**src/rtl/inst_queue.sv**
```systemverilog
`default_nettype none
// inst_queue: in-order {pc,inst} FIFO between fetch and decode.
// Revision 1.0. Flush clears the queue, and there is no bypass from fetch to decode.
module inst_queue #(
  parameter int DEPTH = 4,
  parameter int PTR_W = 2
) (
  input  logic             clk,
  input  logic             rst_n,
  input  logic             if_to_id_valid,
  input  logic [31:0]      if_to_id_pc,
  input  logic [31:0]      if_to_id_inst,
  output logic             i_id_ready,
  input  logic             flush,
  output logic             dec_valid,
  input  logic             dec_ready,
  output logic [31:0]      dec_pc,
  output logic [31:0]      dec_inst,
  output logic [PTR_W:0]   count
);

  localparam logic [PTR_W:0]   C_DEPTH   = (PTR_W+1)'(DEPTH);
  localparam logic [PTR_W:0]   C_CNT_ONE = (PTR_W+1)'(1);
  localparam logic [PTR_W-1:0] C_PTR_ONE = PTR_W'(1);

  logic [63:0]      mem_q [DEPTH];
  logic [PTR_W-1:0] wptr_q, wptr_d;
  logic [PTR_W-1:0] rptr_q, rptr_d;
  logic [PTR_W:0]   cnt_q, cnt_d;
  logic             w_push;
  logic             w_pop;
  logic [63:0]      w_head;

  // Ready is gated by rst_n so it reads 0 while reset is asserted, even between clock edges.
  assign i_id_ready = rst_n & (cnt_q != C_DEPTH) & ~flush;
  assign dec_valid  = (cnt_q != '0) & ~flush;
  assign w_push     = if_to_id_valid & i_id_ready;
  assign w_pop      = dec_valid & dec_ready;
  assign w_head     = mem_q[rptr_q];
  assign dec_pc     = dec_valid ? w_head[63:32] : 32'h0;
  assign dec_inst   = dec_valid ? w_head[31:0]  : 32'h0;
  assign count      = cnt_q;

  always_comb begin
    wptr_d = wptr_q;
    rptr_d = rptr_q;
    cnt_d  = cnt_q;
    if (flush) begin
      wptr_d = '0;
      rptr_d = '0;
      cnt_d  = '0;
    end else begin
      if (w_push) wptr_d = wptr_q + C_PTR_ONE;
      if (w_pop)  rptr_d = rptr_q + C_PTR_ONE;
      if (w_push && !w_pop)      cnt_d = cnt_q + C_CNT_ONE;
      else if (!w_push && w_pop) cnt_d = cnt_q - C_CNT_ONE;
    end
  end

  always_ff @(posedge clk or negedge rst_n) begin
    if (!rst_n) begin
      wptr_q <= '0;
      rptr_q <= '0;
      cnt_q  <= '0;
    end else begin
      wptr_q <= wptr_d;
      rptr_q <= rptr_d;
      cnt_q  <= cnt_d;
    end
  end

  // Storage is deliberately not reset; the occupancy count alone determines whether an entry is live.
  always_ff @(posedge clk) begin
    if (w_push) mem_q[wptr_q] <= {if_to_id_pc, if_to_id_inst};
  end

endmodule
`default_nettype wire

```
**config.mk**
```make
export PLATFORM = sky130hd
export DESIGN_NAME = inst_queue
export DESIGN_NICKNAME = d
export VERILOG_FILES = /design/src/rtl/inst_queue.sv
export SDC_FILE = /design/constraint.sdc
export NUM_CORES = 1
export LEC_CHECK = 0
export ABC_AREA = 0
export BUFFER_PORTS_ARGS = -buffer_cell sky130_fd_sc_hd__clkbuf_2
export CORE_MARGIN = 2
export CORE_UTILIZATION = 35
export DETAILED_ROUTE_END_ITERATION = 8
export SLEW_MARGIN = 40
export SYNTH_ARGS = -nofsm -noshare
export SYNTH_HDL_FRONTEND = slang
export SYNTH_SLANG_ARGS = --single-unit
```
**constraint.sdc**
```tcl
create_clock -name clk -period 4.6 [get_ports clk]
set_input_delay 1.15 -clock clk [delete_from_list [all_inputs] [get_ports clk]]
set_output_delay 1.15 -clock clk [all_outputs]
set_load 0.01 [all_outputs]
```
==> metrics, run 1 <==
first-pass GRT wire length 31100 µm; WP data required around 3.5 ns; via count 5024; clock latency of the later-clocked register in the worst-skew pair between 0.5 and 0.6 ns; floorplan die area approximately 31000 µm²; DR DRC count 0; critical-path cell with the highest stage delay sky130_fd_sc_hd__inv_2; share of the core filled with cells 0.427; floorplan core area around 29000 µm²; Post-synth top flop sky130_fd_sc_hd__edfxtp_1; Area Growth Syn to Fin 19.5%; final hold violation count 0; number of max-capacitance violations reported 0; pre-CTS setup slack 0.821 ns; final critical-path required period approximately 3.8 ns; cell type with the highest aggregate area in the netlist sky130_fd_sc_hd__edfxtp_1; number of warnings reported in the yosys synthesis log 0; share of total power consumed by net switching 0.235; share of Yosys cell area claimed by the top area cell type 0.748; total leakage power ~4.2 nW; DRT Pass-1 Iters 4; leading post-synthesis cells by cell area sky130_fd_sc_hd__edfxtp_1, sky130_fd_sc_hd__mux4_2, sky130_fd_sc_hd__and2_1; Hold WC Path Type primary input to async pin; status complete, no violations; area of the mapped netlist approximately 10000 µm²; initial standard-cell utilization of the core 0.357; hold_ws about 0.5 ns; Largest stage delay, worst path 0.40 ns; total half-perimeter wirelength after legalization and detailed placement 12500 µm; die boundary height 175 µm; CTS root buffer sky130_fd_sc_hd__clkbuf_16; net switching power about 1.3 mW; Max Fclk around 0.26 GHz; cell area power density approximately 450 nW/µm²; buffering stage count on the worst path with inverters included 4; maximum count of clock buffers along a single path 3; number of flops mapped to enable cells by yosys 256; setup_tns 0 ns; setup clock skew after layout 0.0106 ns; sequential fraction of the synthesis area 0.765; number of placement rows 62; Setup Viol. Count Final 0; CTS resizes 0; hold-fix buffers at CTS 0; post-synthesis async set-or-reset flop share 0.0266; Remaining Overflow, GRT 0; slew at the pin closest to its max-slew limit between 0.6 and 0.7 ns; Worst Path Max Fanout 39; internal power component 4.22 mW; most frequent cell on the critical path sky130_fd_sc_hd__clkbuf_2; count of cell types in the netlist 38; endpoint class of the critical path output port; initial antenna violation count 0; CP top delay family buffers and inverters; maximum number of pins on one net before global-route repair 40; top-count cell post-synth sky130_fd_sc_hd__edfxtp_1; clock network fraction of design power 0.356; critical path class primary input to output port; clock-pin slew reported for the worst setup and hold paths after clock tree synthesis 0.06 ns; IO buf count 137; number of buffers inserted during clock tree synthesis 27; placed cell areas 11500 µm²; Top Ports 138; number of instances in the synthesized netlist ~470; number of register bits inferred by synthesis 263; unrepaired setup endpoints after global routing no; number of nets in the finished design between 600 and 700; type of origin of the critical path primary input; number of antenna cells inserted 0; critical-path cell list clkbuf_2, or2_1, inv_2, buf_12, and2_1, clkbuf_2; number of global-route vias before repair approximately 5.5k; worst rel slew slack 0.533; horizontal extent of the die approximately 180 µm; global-route total usage across every layer 0.131; number of nets with antenna violations after routing 0; share of final-layout standard cells stronger than drive strength 1 0.395; fraction of power consumed by combinational cells 0.145; total count of max-transition violations in the final report 0; final weighted congestion of routability-driven global placement between 0.7 and 0.8; peak supply drop between 0.2 and 0.25 mV; Post-Layout Inst Area about 12000 µm²; most numerous cell types in the synthesized netlist sky130_fd_sc_hd__edfxtp_1, sky130_fd_sc_hd__and2_1, sky130_fd_sc_hd__mux4_2; final WL between 20000 and 25000 µm; final routed wire length divided by cell count roughly 20 µm; number of sinks driven by the clock tree around 260; CTS H-tree depth 1; ratio of routed vias to standard cells approximately 4.9; fill cell count about 2.5k; Final Worst Setup Slack 0.818 ns; violation count after the first detailed-route iteration about 290; Tcrit/Tclk final 0.822; CP arrival 2.63 ns; Synth Net Count around 550; Synth Area per Inst about 22 µm²; count of buffers added by post-CTS timing repair for setup 0; clock tree from TritonCTS yes; sequential power share 0.499
[state kept, by name, summed over array words and instances, names as in the netlist]
register	count
count	3
mem_q	256
rptr_q	2
wptr_q	2
[placed cells by master, fill, tap and decap left out, types with 2 or more instances in the layout]
master,synthesis,final
sky130_fd_sc_hd__edfxtp_1,256,256
sky130_fd_sc_hd__clkbuf_2,2,137
sky130_fd_sc_hd__and2_1,69,65
sky130_fd_sc_hd__mux4_2,64,64
sky130_fd_sc_hd__clkbuf_16,0,27
sky130_fd_sc_hd__buf_12,3,10
sky130_fd_sc_hd__inv_1,9,8
sky130_fd_sc_hd__clkinv_1,0,8
sky130_fd_sc_hd__clkbuf_1,7,6
sky130_fd_sc_hd__clkinv_2,0,6
sky130_fd_sc_hd__dfrtp_1,7,5
sky130_fd_sc_hd__and2_4,0,4
sky130_fd_sc_hd__ha_1,4,4
sky130_fd_sc_hd__nor3b_1,3,3
sky130_fd_sc_hd__nor2_1,3,3
sky130_fd_sc_hd__a31oi_1,3,3
sky130_fd_sc_hd__o21ai_0,3,3
sky130_fd_sc_hd__nand3b_1,2,2
sky130_fd_sc_hd__nand2_1,2,2
sky130_fd_sc_hd__a32o_1,2,2
sky130_fd_sc_hd__a21oi_1,2,2
sky130_fd_sc_hd__and3b_1,2,2
sky130_fd_sc_hd__dfrtp_4,0,2
[routing by layer]
metal	up-vias	part of all wire	GRT usage
met2	125	0.51	0.229
met3	27	0.065	0.0335
met4	0	0.015	0.0299
li1	2225	-	-
met1	2647	0.41	0.163
met5	-	0	0
[power by group through the flow]
stage          Combinational [mW]  Sequential, mW  Clock, mW
2_1_floorplan               0.601            2.75          0
3_3_place_gp                0.778            2.81          0
3_5_place_dp                0.816            2.81          0
4_1_cts                     0.819            2.76       2.02
5_1_grt                     0.875            2.76       2.12
6_report                    0.798            2.75       1.96
[area by class of cell]
| type | count | area [µm²] | share of cell area |
|---|---|---|---|
| clock buffer | 33 | 698 | 0.0568 |
| clock inverter | 16 | 97.6 | 0.00794 |
| inverter | 9 | 33.8 | 0.00275 |
| multi-input combinational | 176 | 2210 | 0.180 |
| sequential | 263 | 7870 | 0.640 |
| tap | 384 | 480 | 0.0391 |
| timing repair buffer | 148 | 893 | 0.0727 |
[kinds of logic after synthesis]
logic type / after synthesis / share of synthesized area
multiplexers: 64 / 0.140
AO/OA/AOI/OAI: 20 / 0.0140
adder cells (fa/ha/maj): 5 / 0.00682
flip-flops: 263 / 0.765
buffers and inverters: 34 / 0.0207
AND/OR/NAND/NOR: 86 / 0.0526
XOR/XNOR: 1 / 0.000852
[metrics by stage]
| stage | std cells | power, mW |
|---|---|---|
| floorplan | 473 | 3.35 |
| global placement | 972 | 3.59 |
| detailed placement | 980 | 3.62 |
| CTS | 1029 | 5.60 |
| global route | 1029 | 5.76 |
| finish | 1029 | 5.51 |
[final timing paths]
path / startpoint / end / slack (ns) / cells after the start
worst max-delay path: flush / dec_inst[28] / 0.82 / 6
worst min-delay path: rst_n / count[0] / 0.51 / 1
worst max register to register: count[2] / count[2] / 1.94 / 7
worst min register to register: wptr_q[1] / wptr_q[1] / 0.61 / 2
max in group asynchronous: rst_n / rptr_q[0] / 3.84 / 1
min in group clk: wptr_q[1] / wptr_q[1] / 0.61 / 2
Power figures use the tool's default switching activity.
==> run 2, diff against run 1 <==
==> constraint.sdc (replaced) <==
create_clock -name clk -period 3.8 [get_ports clk]
set_input_delay 0.95 -clock clk [delete_from_list [all_inputs] [get_ports clk]]
set_output_delay 0.95 -clock clk [all_outputs]
set_load 0.01 [all_outputs]
==> metrics, run 2 (synthesized netlist as in run 1, its figures left out) <==
status complete, no violations; final routed wire length divided by cell count 19.7 µm (+1.0%); clock network fraction of design power 0.380 (+0.024); initial antenna violation count 0 (unchanged); reg-to-reg critical path startpoint count[2]; unrepaired setup endpoints after global routing no; register-to-register setup slack 1.10 ns (-0.84 ns); Top Ports 138 (unchanged); global-route met1 utilization 0.179 (+0.0159); via count 5004 (-0.40%); Hold WC Path Type primary input to async pin; count of buffers added by post-CTS timing repair for setup 0 (unchanged); met3 usage 0.0342 (+0.000649); Worst Path Max Fanout 31 (-21%); horizontal extent of the die 175 µm (unchanged); number of cells on the worst reg-to-reg path 7 (unchanged); register containing the most flip-flops in the final layout mem_q; internal power component 5.33 mW (+26%); most frequent standard cell in the layout excluding fill and tap cells sky130_fd_sc_hd__edfxtp_1; CP arrival 2.47 ns (-0.16 ns); critical path class register to output port; number of max-capacitance violations reported 0 (unchanged); commonest cells after routing, fill and taps aside sky130_fd_sc_hd__edfxtp_1, sky130_fd_sc_hd__clkbuf_2, sky130_fd_sc_hd__and2_1; fill cell count 2522 (+0.28%); highest-utilization routing layer at the global route stage met2; initial standard-cell utilization of the core 0.357 (unchanged); final critical-path required period about 3.4 ns; max reg flops 256 (unchanged); Max Fclk between 0.2 and 0.3 GHz; number of nets with antenna violations after routing 0 (unchanged); number of buffers inserted during clock tree synthesis 28 (+3.7%); floorplan core area 28800 µm² (unchanged); WP data required 2.85 ns (-0.60 ns); number of global-route vias before repair 5463 (-0.89%); CTS root buffer sky130_fd_sc_hd__clkbuf_16; fraction of power consumed by combinational cells 0.139 (-0.006); hold-fix buffers at CTS 0 (unchanged); total leakage power 4.19 nW (+0.79%); Setup Viol. Count Final 0 (unchanged); DR DRC count 0 (unchanged); total half-perimeter wirelength after legalization and detailed placement 12400 µm (-0.79%); final weighted congestion of routability-driven global placement 0.758 (+0.77%); number of antenna cells inserted 0 (unchanged); share of final-layout standard cells stronger than drive strength 1 0.395 (about the same); final hold violation count 0 (unchanged); Area Growth Syn to Fin 19.9%; floorplan die area 30800 µm² (unchanged); share of total power consumed by net switching 0.231 (-0.00395); DRT Pass-1 Iters 5 (+1); number of sinks driven by the clock tree 263 (unchanged); ratio of routed vias to standard cells 4.85 (-0.69%); type of origin of the critical path register; sequential power share 0.481 (-0.018); met2 Resource Use GR 0.216 (-0.0128); clock tree from TritonCTS yes; Remaining Overflow, GRT 0 (unchanged); number of nets in the finished design 700 (+0.14%); CTS H-tree depth 1 (unchanged); setup_tns 0 ns (unchanged); Tcrit/Tclk final 0.901; maximum number of pins on one net before global-route repair 45 (+13%); global-route total usage across every layer 0.133 (+0.00189); hold_ws 0.299 ns (-0.208 ns); first-pass GRT wire length 31400 µm (+1.1%); slew at the pin closest to its max-slew limit 0.689 ns (-0.00962 ns); total count of max-transition violations in the final report 0 (unchanged); final WL 20300 µm (+1.3%); endpoint class of the critical path output port; worst reg2reg endpoint count[2]; net switching power 1.60 mW (+24%); die boundary height 175 µm (unchanged); setup clock skew after layout 0.00692 ns (-0.00368 ns); IO buf count 137 (unchanged); violation count after the first detailed-route iteration 329 (+14%); number of placement rows 62 (unchanged); worst rel slew slack 0.541 (+0.00742); clock latency of the later-clocked register in the worst-skew pair 0.53 ns (about the same); maximum count of clock buffers along a single path 3 (unchanged); CTS resizes 0 (unchanged); cell area power density 562 nW/µm² (+25%); peak supply drop 0.256 mV (+21%); clock-pin slew reported for the worst setup and hold paths after clock tree synthesis 0.05 ns (about the same)
==> run 2: changes by cell type in the layout (fill, tap and decap cells not counted), sizes merged <==
cell	change
clkinv	-1
clkinvlp	-1
clkbuf	+3
bufinv	+2
==> run 2: cell type report <==
| type | instances | area, µm² | share of cell area |
|---|---|---|---|
| multi-input combinational | 176 | 2210 | 0.180 |
| timing repair buffer | 148 | 831 | 0.0674 |
| clock inverter | 16 | 144 | 0.0117 |
| sequential | 263 | 7870 | 0.639 |
| clock buffer | 36 | 752 | 0.0610 |
| tap | 384 | 480 | 0.0390 |
| inverter | 9 | 33.8 | 0.00274 |
==> run 2: worst max-delay path, cell delays in order (launching register included) <==
cell	delay, ns
sky130_fd_sc_hd__dfrtp_4	0.70
sky130_fd_sc_hd__buf_12	0.34
sky130_fd_sc_hd__mux4_2	0.54
sky130_fd_sc_hd__and2_1	0.20
sky130_fd_sc_hd__clkbuf_2	0.13
==> run 2: power by group through the flow <==
stage	combinational (mW)	sequential [mW]	clock (mW)
finish	0.965	3.33	2.63
global route	1.06	3.34	2.83
CTS	0.989	3.33	2.70
detailed placement	0.986	3.40	0
global placement	0.963	3.39	0
floorplan	0.728	3.33	0
==> run 2: stage by stage <==
step           cells   util  setup WS (ns)  cell area (µm²)  power, mW
3_5_place_dp     980  0.397          0.662            11400       4.38
6_report        1032  0.428          0.376            12300       6.92
5_1_grt         1032  0.428          0.185            12300       7.23
3_3_place_gp     980  0.397          0.711            11400       4.35
2_1_floorplan    473      -          0.358            10300       4.06
4_1_cts         1032  0.428          0.273            12300       7.03
==> run 2: per-layer routing <==
metal | part of all wire | vias to the layer above | wire (µm)
li1 | - | 2233 | -
met1 | 0.44 | 2605 | 8940
met2 | 0.48 | 132 | 9720
met3 | 0.062 | 34 | 1260
met4 | 0.019 | 0 | 380
met5 | 0 | - | 0
==> run 2: how the worst max path moves through the flow <==
stage	from	end	slack [ns]
floorplan	flush	mem_q[0][0]	0.36
global placement	flush	dec_inst[1]	0.71
detailed placement	flush	dec_inst[0]	0.66
CTS	rptr_q[0]	dec_pc[31]	0.27
global route	rptr_q[0]	dec_pc[31]	0.19
finish	rptr_q[0]	dec_pc[7]	0.38
